### src/rtl/controller_block_assembler.sv
// Pops multi-word packets from the controller FIFO and assembles them into BLAKE2b message blocks.
// Each block is offered to the compression core with its byte counter t and final flag.
module controller_block_assembler #(
    parameter int DBITS       = 64,
    parameter int RD_PKT      = 4,
    parameter int BLOCK_WORDS = 16,
    parameter int CNT_W       = 64
) (
    input  logic                         clk,
    input  logic                         reset_n,
    input  logic                         msg_start,
    input  logic [CNT_W-1:0]             msg_len,
    input  logic                         fifo_empty,
    output logic                         fifo_rd,
    input  logic [DBITS*RD_PKT-1:0]      fifo_dout,
    output logic                         block_valid,
    input  logic                         core_ready,
    output logic [DBITS*BLOCK_WORDS-1:0] block_data,
    output logic [CNT_W-1:0]             block_counter,
    output logic                         block_final,
    output logic                         busy,
    output logic                         msg_done
);

    localparam int PKT_W     = DBITS * RD_PKT;
    localparam int BLK_W     = DBITS * BLOCK_WORDS;
    localparam int PKT_BYTES = PKT_W / 8;
    localparam int BLK_BYTES = BLK_W / 8;
    localparam int NPKT      = BLOCK_WORDS / RD_PKT;
    localparam int IDX_W     = (NPKT > 1) ? $clog2(NPKT) : 1;
    localparam int PKT_SH    = $clog2(PKT_BYTES);
    localparam bit PKT_POW2  = ((1 << PKT_SH) == PKT_BYTES);

    localparam logic [CNT_W-1:0] BLK_BYTES_C = CNT_W'(BLK_BYTES);
    localparam logic [CNT_W-1:0] PKT_BYTES_C = CNT_W'(PKT_BYTES);
    localparam logic [CNT_W-1:0] NPKT_C      = CNT_W'(NPKT);

    typedef enum logic [1:0] {
        S_IDLE    = 2'd0,
        S_FETCH   = 2'd1,
        S_CAPTURE = 2'd2,
        S_ISSUE   = 2'd3
    } state_t;

    // Bytes of the current block that belong to the message.
    function automatic logic [CNT_W-1:0] blen_f(input logic [CNT_W-1:0] rem);
        if (rem >= BLK_BYTES_C) begin
            blen_f = BLK_BYTES_C;
        end else begin
            blen_f = rem;
        end
    endfunction

    // Packets to pop for the current block: full block or ceil(rem / PKT_BYTES).
    function automatic logic [CNT_W-1:0] need_f(input logic [CNT_W-1:0] rem);
        if (rem >= BLK_BYTES_C) begin
            need_f = NPKT_C;
        end else if (PKT_POW2) begin
            need_f = (rem + PKT_BYTES_C - CNT_W'(1)) >> PKT_SH;
        end else begin
            need_f = (rem + PKT_BYTES_C - CNT_W'(1)) / PKT_BYTES_C;
        end
    endfunction

    // Zero every byte at or beyond the message end within the block.
    function automatic logic [BLK_W-1:0] mask_f(input logic [BLK_W-1:0] data,
                                                input logic [CNT_W-1:0] blen);
        logic [BLK_W-1:0] res;
        res = {BLK_W{1'b0}};
        for (int k = 0; k < BLK_BYTES; k++) begin
            if (CNT_W'(k) < blen) begin
                res[8*k +: 8] = data[8*k +: 8];
            end else begin
                res[8*k +: 8] = 8'h00;
            end
        end
        return res;
    endfunction

    state_t                       state_q, state_d;
    logic [CNT_W-1:0]             rem_q, rem_d;
    logic [CNT_W-1:0]             cnt_q, cnt_d;
    logic [IDX_W-1:0]             idx_q, idx_d;
    logic [NPKT-1:0][PKT_W-1:0]   buf_q, buf_d;
    logic                         done_d;
    logic [CNT_W-1:0]             blen_cur_s;
    logic                         final_cur_s;
    logic [CNT_W-1:0]             need_s;
    logic [CNT_W-1:0]             idx_next_s;
    logic                         accept_s;

    logic                         valid_q, valid_d;
    logic [BLK_W-1:0]             data_q, data_d;
    logic [CNT_W-1:0]             counter_q, counter_d;
    logic                         final_q, final_d;
    logic                         busy_q, busy_d;
    logic                         done_q;
    logic [CNT_W-1:0]             blen_nxt_s;

    assign fifo_rd       = (state_q == S_FETCH) && !fifo_empty;
    assign block_valid   = valid_q;
    assign block_data    = data_q;
    assign block_counter = counter_q;
    assign block_final   = final_q;
    assign busy          = busy_q;
    assign msg_done      = done_q;

    // Next-state logic for the assembly FSM and its datapath registers.
    always_comb begin
        state_d     = state_q;
        rem_d       = rem_q;
        cnt_d       = cnt_q;
        idx_d       = idx_q;
        buf_d       = buf_q;
        done_d      = 1'b0;
        blen_cur_s  = blen_f(rem_q);
        final_cur_s = (rem_q <= BLK_BYTES_C);
        need_s      = need_f(rem_q);
        idx_next_s  = {{(CNT_W-IDX_W){1'b0}}, idx_q} + CNT_W'(1);
        accept_s    = valid_q && core_ready;

        case (state_q)
            S_IDLE: begin
                if (msg_start) begin
                    rem_d = msg_len;
                    cnt_d = {CNT_W{1'b0}};
                    idx_d = {IDX_W{1'b0}};
                    buf_d = {BLK_W{1'b0}};
                    if (msg_len == {CNT_W{1'b0}}) begin
                        state_d = S_ISSUE;
                    end else begin
                        state_d = S_FETCH;
                    end
                end else begin
                    state_d = S_IDLE;
                end
            end
            S_FETCH: begin
                if (!fifo_empty) begin
                    state_d = S_CAPTURE;
                end else begin
                    state_d = S_FETCH;
                end
            end
            S_CAPTURE: begin
                buf_d[idx_q] = fifo_dout;
                if (idx_next_s == need_s) begin
                    state_d = S_ISSUE;
                end else begin
                    idx_d   = idx_q + IDX_W'(1);
                    state_d = S_FETCH;
                end
            end
            S_ISSUE: begin
                if (accept_s) begin
                    cnt_d  = cnt_q + blen_cur_s;
                    rem_d  = rem_q - blen_cur_s;
                    buf_d  = {BLK_W{1'b0}};
                    idx_d  = {IDX_W{1'b0}};
                    done_d = final_cur_s;
                    if (final_cur_s) begin
                        state_d = S_IDLE;
                    end else begin
                        state_d = S_FETCH;
                    end
                end else begin
                    state_d = S_ISSUE;
                end
            end
            default: begin
                state_d = S_IDLE;
            end
        endcase
    end

    // Block outputs are computed from next-state values so they are registered yet valid on ISSUE entry.
    always_comb begin
        busy_d     = (state_d != S_IDLE);
        valid_d    = (state_d == S_ISSUE);
        blen_nxt_s = blen_f(rem_d);
        if (valid_d) begin
            data_d    = mask_f(buf_d, blen_nxt_s);
            counter_d = cnt_d + blen_nxt_s;
            final_d   = (rem_d <= BLK_BYTES_C);
        end else begin
            data_d    = {BLK_W{1'b0}};
            counter_d = {CNT_W{1'b0}};
            final_d   = 1'b0;
        end
    end

    // State, datapath and output registers.
    always_ff @(posedge clk or negedge reset_n) begin
        if (!reset_n) begin
            state_q   <= S_IDLE;
            rem_q     <= {CNT_W{1'b0}};
            cnt_q     <= {CNT_W{1'b0}};
            idx_q     <= {IDX_W{1'b0}};
            buf_q     <= {BLK_W{1'b0}};
            valid_q   <= 1'b0;
            data_q    <= {BLK_W{1'b0}};
            counter_q <= {CNT_W{1'b0}};
            final_q   <= 1'b0;
            busy_q    <= 1'b0;
            done_q    <= 1'b0;
        end else begin
            state_q   <= state_d;
            rem_q     <= rem_d;
            cnt_q     <= cnt_d;
            idx_q     <= idx_d;
            buf_q     <= buf_d;
            valid_q   <= valid_d;
            data_q    <= data_d;
            counter_q <= counter_d;
            final_q   <= final_d;
            busy_q    <= busy_d;
            done_q    <= done_d;
        end
    end

endmodule

### config.mk
export PLATFORM = sky130hd
export DESIGN_NAME = controller_block_assembler
export DESIGN_NICKNAME = d
export VERILOG_FILES = /design/src/rtl/controller_block_assembler.sv
export SDC_FILE = /design/constraint.sdc
export NUM_CORES = 2
export LEC_CHECK = 0
export CORE_AREA = 2 2 547 549
export CTS_CLUSTER_SIZE = 30
export DETAILED_ROUTE_END_ITERATION = 8
export DIE_AREA = 0 0 549 551
export SYNTH_ARGS = -nofsm -noshare
export SYNTH_HDL_FRONTEND = slang
export SYNTH_SLANG_ARGS = --single-unit
### constraint.sdc
create_clock -name clk -period 8.33 [get_ports clk]
set_input_delay 0.833 -clock clk [delete_from_list [all_inputs] [get_ports clk]]
set_output_delay 0.833 -clock clk [all_outputs]
set_load 0.02 [all_outputs]
==> summary.md <==
| Metric | Value |
|---|---|
| Final Net Count | `9602` |
| Slew @ Worst Pin | `1270 ps` |
| Post-synth top flop | `dfrtp_1` |
| P_leak | `54.4 nW` |
| Total gr overflow | `0` |
| Post-synth EDFFs | `0` |
| Rel. slew slack | `0.154` |
| Vias in the first global route | `70600` |
| Post-synthesis compound-gate area fraction | `0.167` |
| Type of the tightest min-delay check | `register to register` |
| Setup Skew | `64.2 ps` |
| Final setup TNS | `0 ps` |
| CTS tree | `yes` |
| H-tree levels | `4` |
| Synth-to-layout area growth | `32.6%` |
| Commonest cells post-synth | `dfrtp_1, nand2_1, a22o_1` |
| Post-synthesis register bit count | `2248` |
| XOR/XNOR Fraction of Synth Area | `0.0105` |
| Dominant cells by area after synthesis | `dfrtp_1, a22o_1, nand2_1` |
| Drt first pass iters | `5` |
| Initial antenna violation count | `93` |
| Multi-input combinational cell area | `30800 sq um` |
| Starting density of the core | `0.298` |
| Largest family of logic cells by synthesized area | `compound AO/OA/AOI/OAI gates` |
| Synth top area share | `0.636` |
| Final Setup Violations | `0` |
| Slew Limit Fails | `0` |
| Max_cap viols | `0` |
| Post-Syn Area | `88400 sq um` |
| Clock Latency Late Sink | `920 ps` |
| Async set-reset flop share out of synthesis | `1.00` |
| Vias | `70500` |
| Worst path arrival time | `8700 ps` |
| CTS sink cnt | `2248` |
| Row cnt | `200` |
| Drt total wl | `409000 um` |
| Crit path largest cell delay | `600 ps` |
| Setup Buffers After CTS | `0` |
| Post-DP HPWL | `291000 um` |
| Placeable Area | `296000 sq um` |
| Crit end category | `register` |
| Most common cell in the netlist | `dfrtp_1` |
| Pwr Density | `279 nW/um^2` |
| Global-route wire length before repair | `566000 um` |
| Number of port buffers | `1417` |
| Die ar. | `302000 sq um` |
| Max IR drop VDD | `0.000370 V` |
| Total global-route track usage | `0.263` |
| Hold slack | `495 ps` |
| Fmax | `0.125 GHz` |
| Largest net degree at the start of global routing | `187` |
| CTS Buffer Depth | `4` |
| Root Driver | `clkbuf_16` |
| Warnings from Yosys | `0` |
| CTS Buf Count | `241` |
| Seq/Total Area, Yosys | `0.636` |
| Critical Path Fanout Max | `4` |
| Clock slew at reported path FFs | `70 ps` |
| FF+latch area | `56300 sq um` |
| Post-synthesis mux area share | `0.00269` |
| Fill count | `28200` |
| Yosys cell types | `87` |
| Antenna Nets Post-Route | `0` |
| GPL Wtd Cong | `0.919` |
| Average cell area after synthesis | `11.7 sq um` |
| Layout cells sized above 1 | `0.0962` |
| CP Launch Type | `register` |
| Die Ht | `551 um` |
| Critical-path top delay cell | `or4_4` |
| Critical path type | `register to register` |
| IO Pins | `1418` |
| Outcome | `finished clean` |
| Min cycle time layout | `7970 ps` |
| Largest area contributor in the netlist | `dfrtp_1` |
| Final Hold Vio Count | `0` |
| Detailed-route vias per instance | `5.30` |
| Period utilization | `0.957` |
| Syn Inst Count | `7546` |
| Routed length per instance | `30.7 um` |
| # DRC | `0` |
| Synth Area in Simple Gates | `0.138` |
| Adder-Cell Fraction of Synth Area | `0.0210` |
| WP data required | `9060 ps` |
| Initial DRC count | `6515` |
| Chip width | `549 um` |
==> cells by family after synthesis <==
kind of cell / Yosys count
AND/OR/NAND/NOR: 2524
flip-flops: 2248
AO/OA/AOI/OAI: 1928
buffers and inverters: 569
adder cells (fa/ha/maj): 147
XOR/XNOR: 106
multiplexers: 23
other: 1
==> cell type report <==
type,instances,area share
flip-flops and latches,2248,0.480
multi-input cells,4848,0.262
repair buffers,1703,0.142
clock buffers,319,0.0572
well taps,3939,0.0420
clock inverters,117,0.0123
inverters,88,0.00292
diodes,42,0.000896
==> path summary, 6_finish.rpt <==
kind	startpoint	end	slack, ps	cells past startpoint
worst max-delay path	rem_q[20]	block_counter[36]	360	26
worst min-delay path	buf_q[317]	buf_q[317]	490	2
worst max register to register	rem_q[20]	block_counter[36]	360	26
worst min register to register	buf_q[317]	buf_q[317]	490	2
max in group asynchronous	reset_n	block_data[352]	5460	4
min in group asynchronous	reset_n	rem_q[41]	570	2
==> worst max-delay path: cells and delay by family (launching register included) <==
kind | cells | cell delay (ps)
simple gates | 11 | 3610
flops | 1 | 430
buf+inv | 2 | 380
xor+xnor | 1 | 160
fa+ha+maj | 1 | 260
compound gates | 11 | 2910
==> flip-flops by register name, summed over array words and instances (netlist names) <==
register	cells
block_data	1024
buf_q	1024
block_counter	64
cnt_q	64
rem_q	64
idx_q	2
state_q	2
block_final	1
block_valid	1
busy	1
msg_done	1
==> report_power, final <==
| group | internal (mW) | switching [mW] |
|---|---|---|
| sequential | 11.7 | 0.361 |
| clock | 6.34 | 4.78 |
| combinational | 2.20 | 7.38 |
| total | 20.2 | 12.5 |
==> layout by cell type, fill, tap and decap left out, types with 42 or more instances in the layout <==
cell,count
inv_1,83
conb_1,120
o21ai_0,158
nand3_1,52
ha_1,145
nor2_1,811
xnor2_1,46
nor3_4,51
buf_4,256
clkinv_2,50
a21oi_1,374
nor2b_1,129
nor3_1,48
clkdlybuf4s50_1,1416
dfrtp_1,2248
nor3b_1,102
clkbuf_16,241
a22o_1,1025
diode_2,42
a21o_1,62
xor2_1,60
nand2_1,1039
==> through the flow <==
step                instance area, sq um   util  cells  setup WS, ps  total power [mW]
finish                            117000  0.396  13300           362              32.7
global route                      117000  0.396  13300         -3.30              33.9
CTS                               117000  0.395  13300          14.5              32.9
detailed placement                109000  0.368  12800          -233              21.7
global placement                  109000  0.368  12800          -471              21.7
floorplan                          88900      -   7665           755              16.8
==> repair_timing <==
item                       4_1_cts  5_1_grt
setup endpoints to repair        3       16
pin swaps                        0        3
hold endpoints to repair        83        0
gates cloned                     0        0
hold buffers                     1        0
resized for setup                1       24
==> layer usage <==
layer,share of wire,global-route usage,wire length (um),vias to the layer above
met3,0.084,0.0694,34300,649
met2,0.45,0.406,186000,3361
met4,0.046,0.114,18700,22
li1,-,-,-,29700
met5,0.00036,0,149,-
met1,0.42,0.348,170000,36800
No activity file was read; power rests on OpenSTA's default activity.
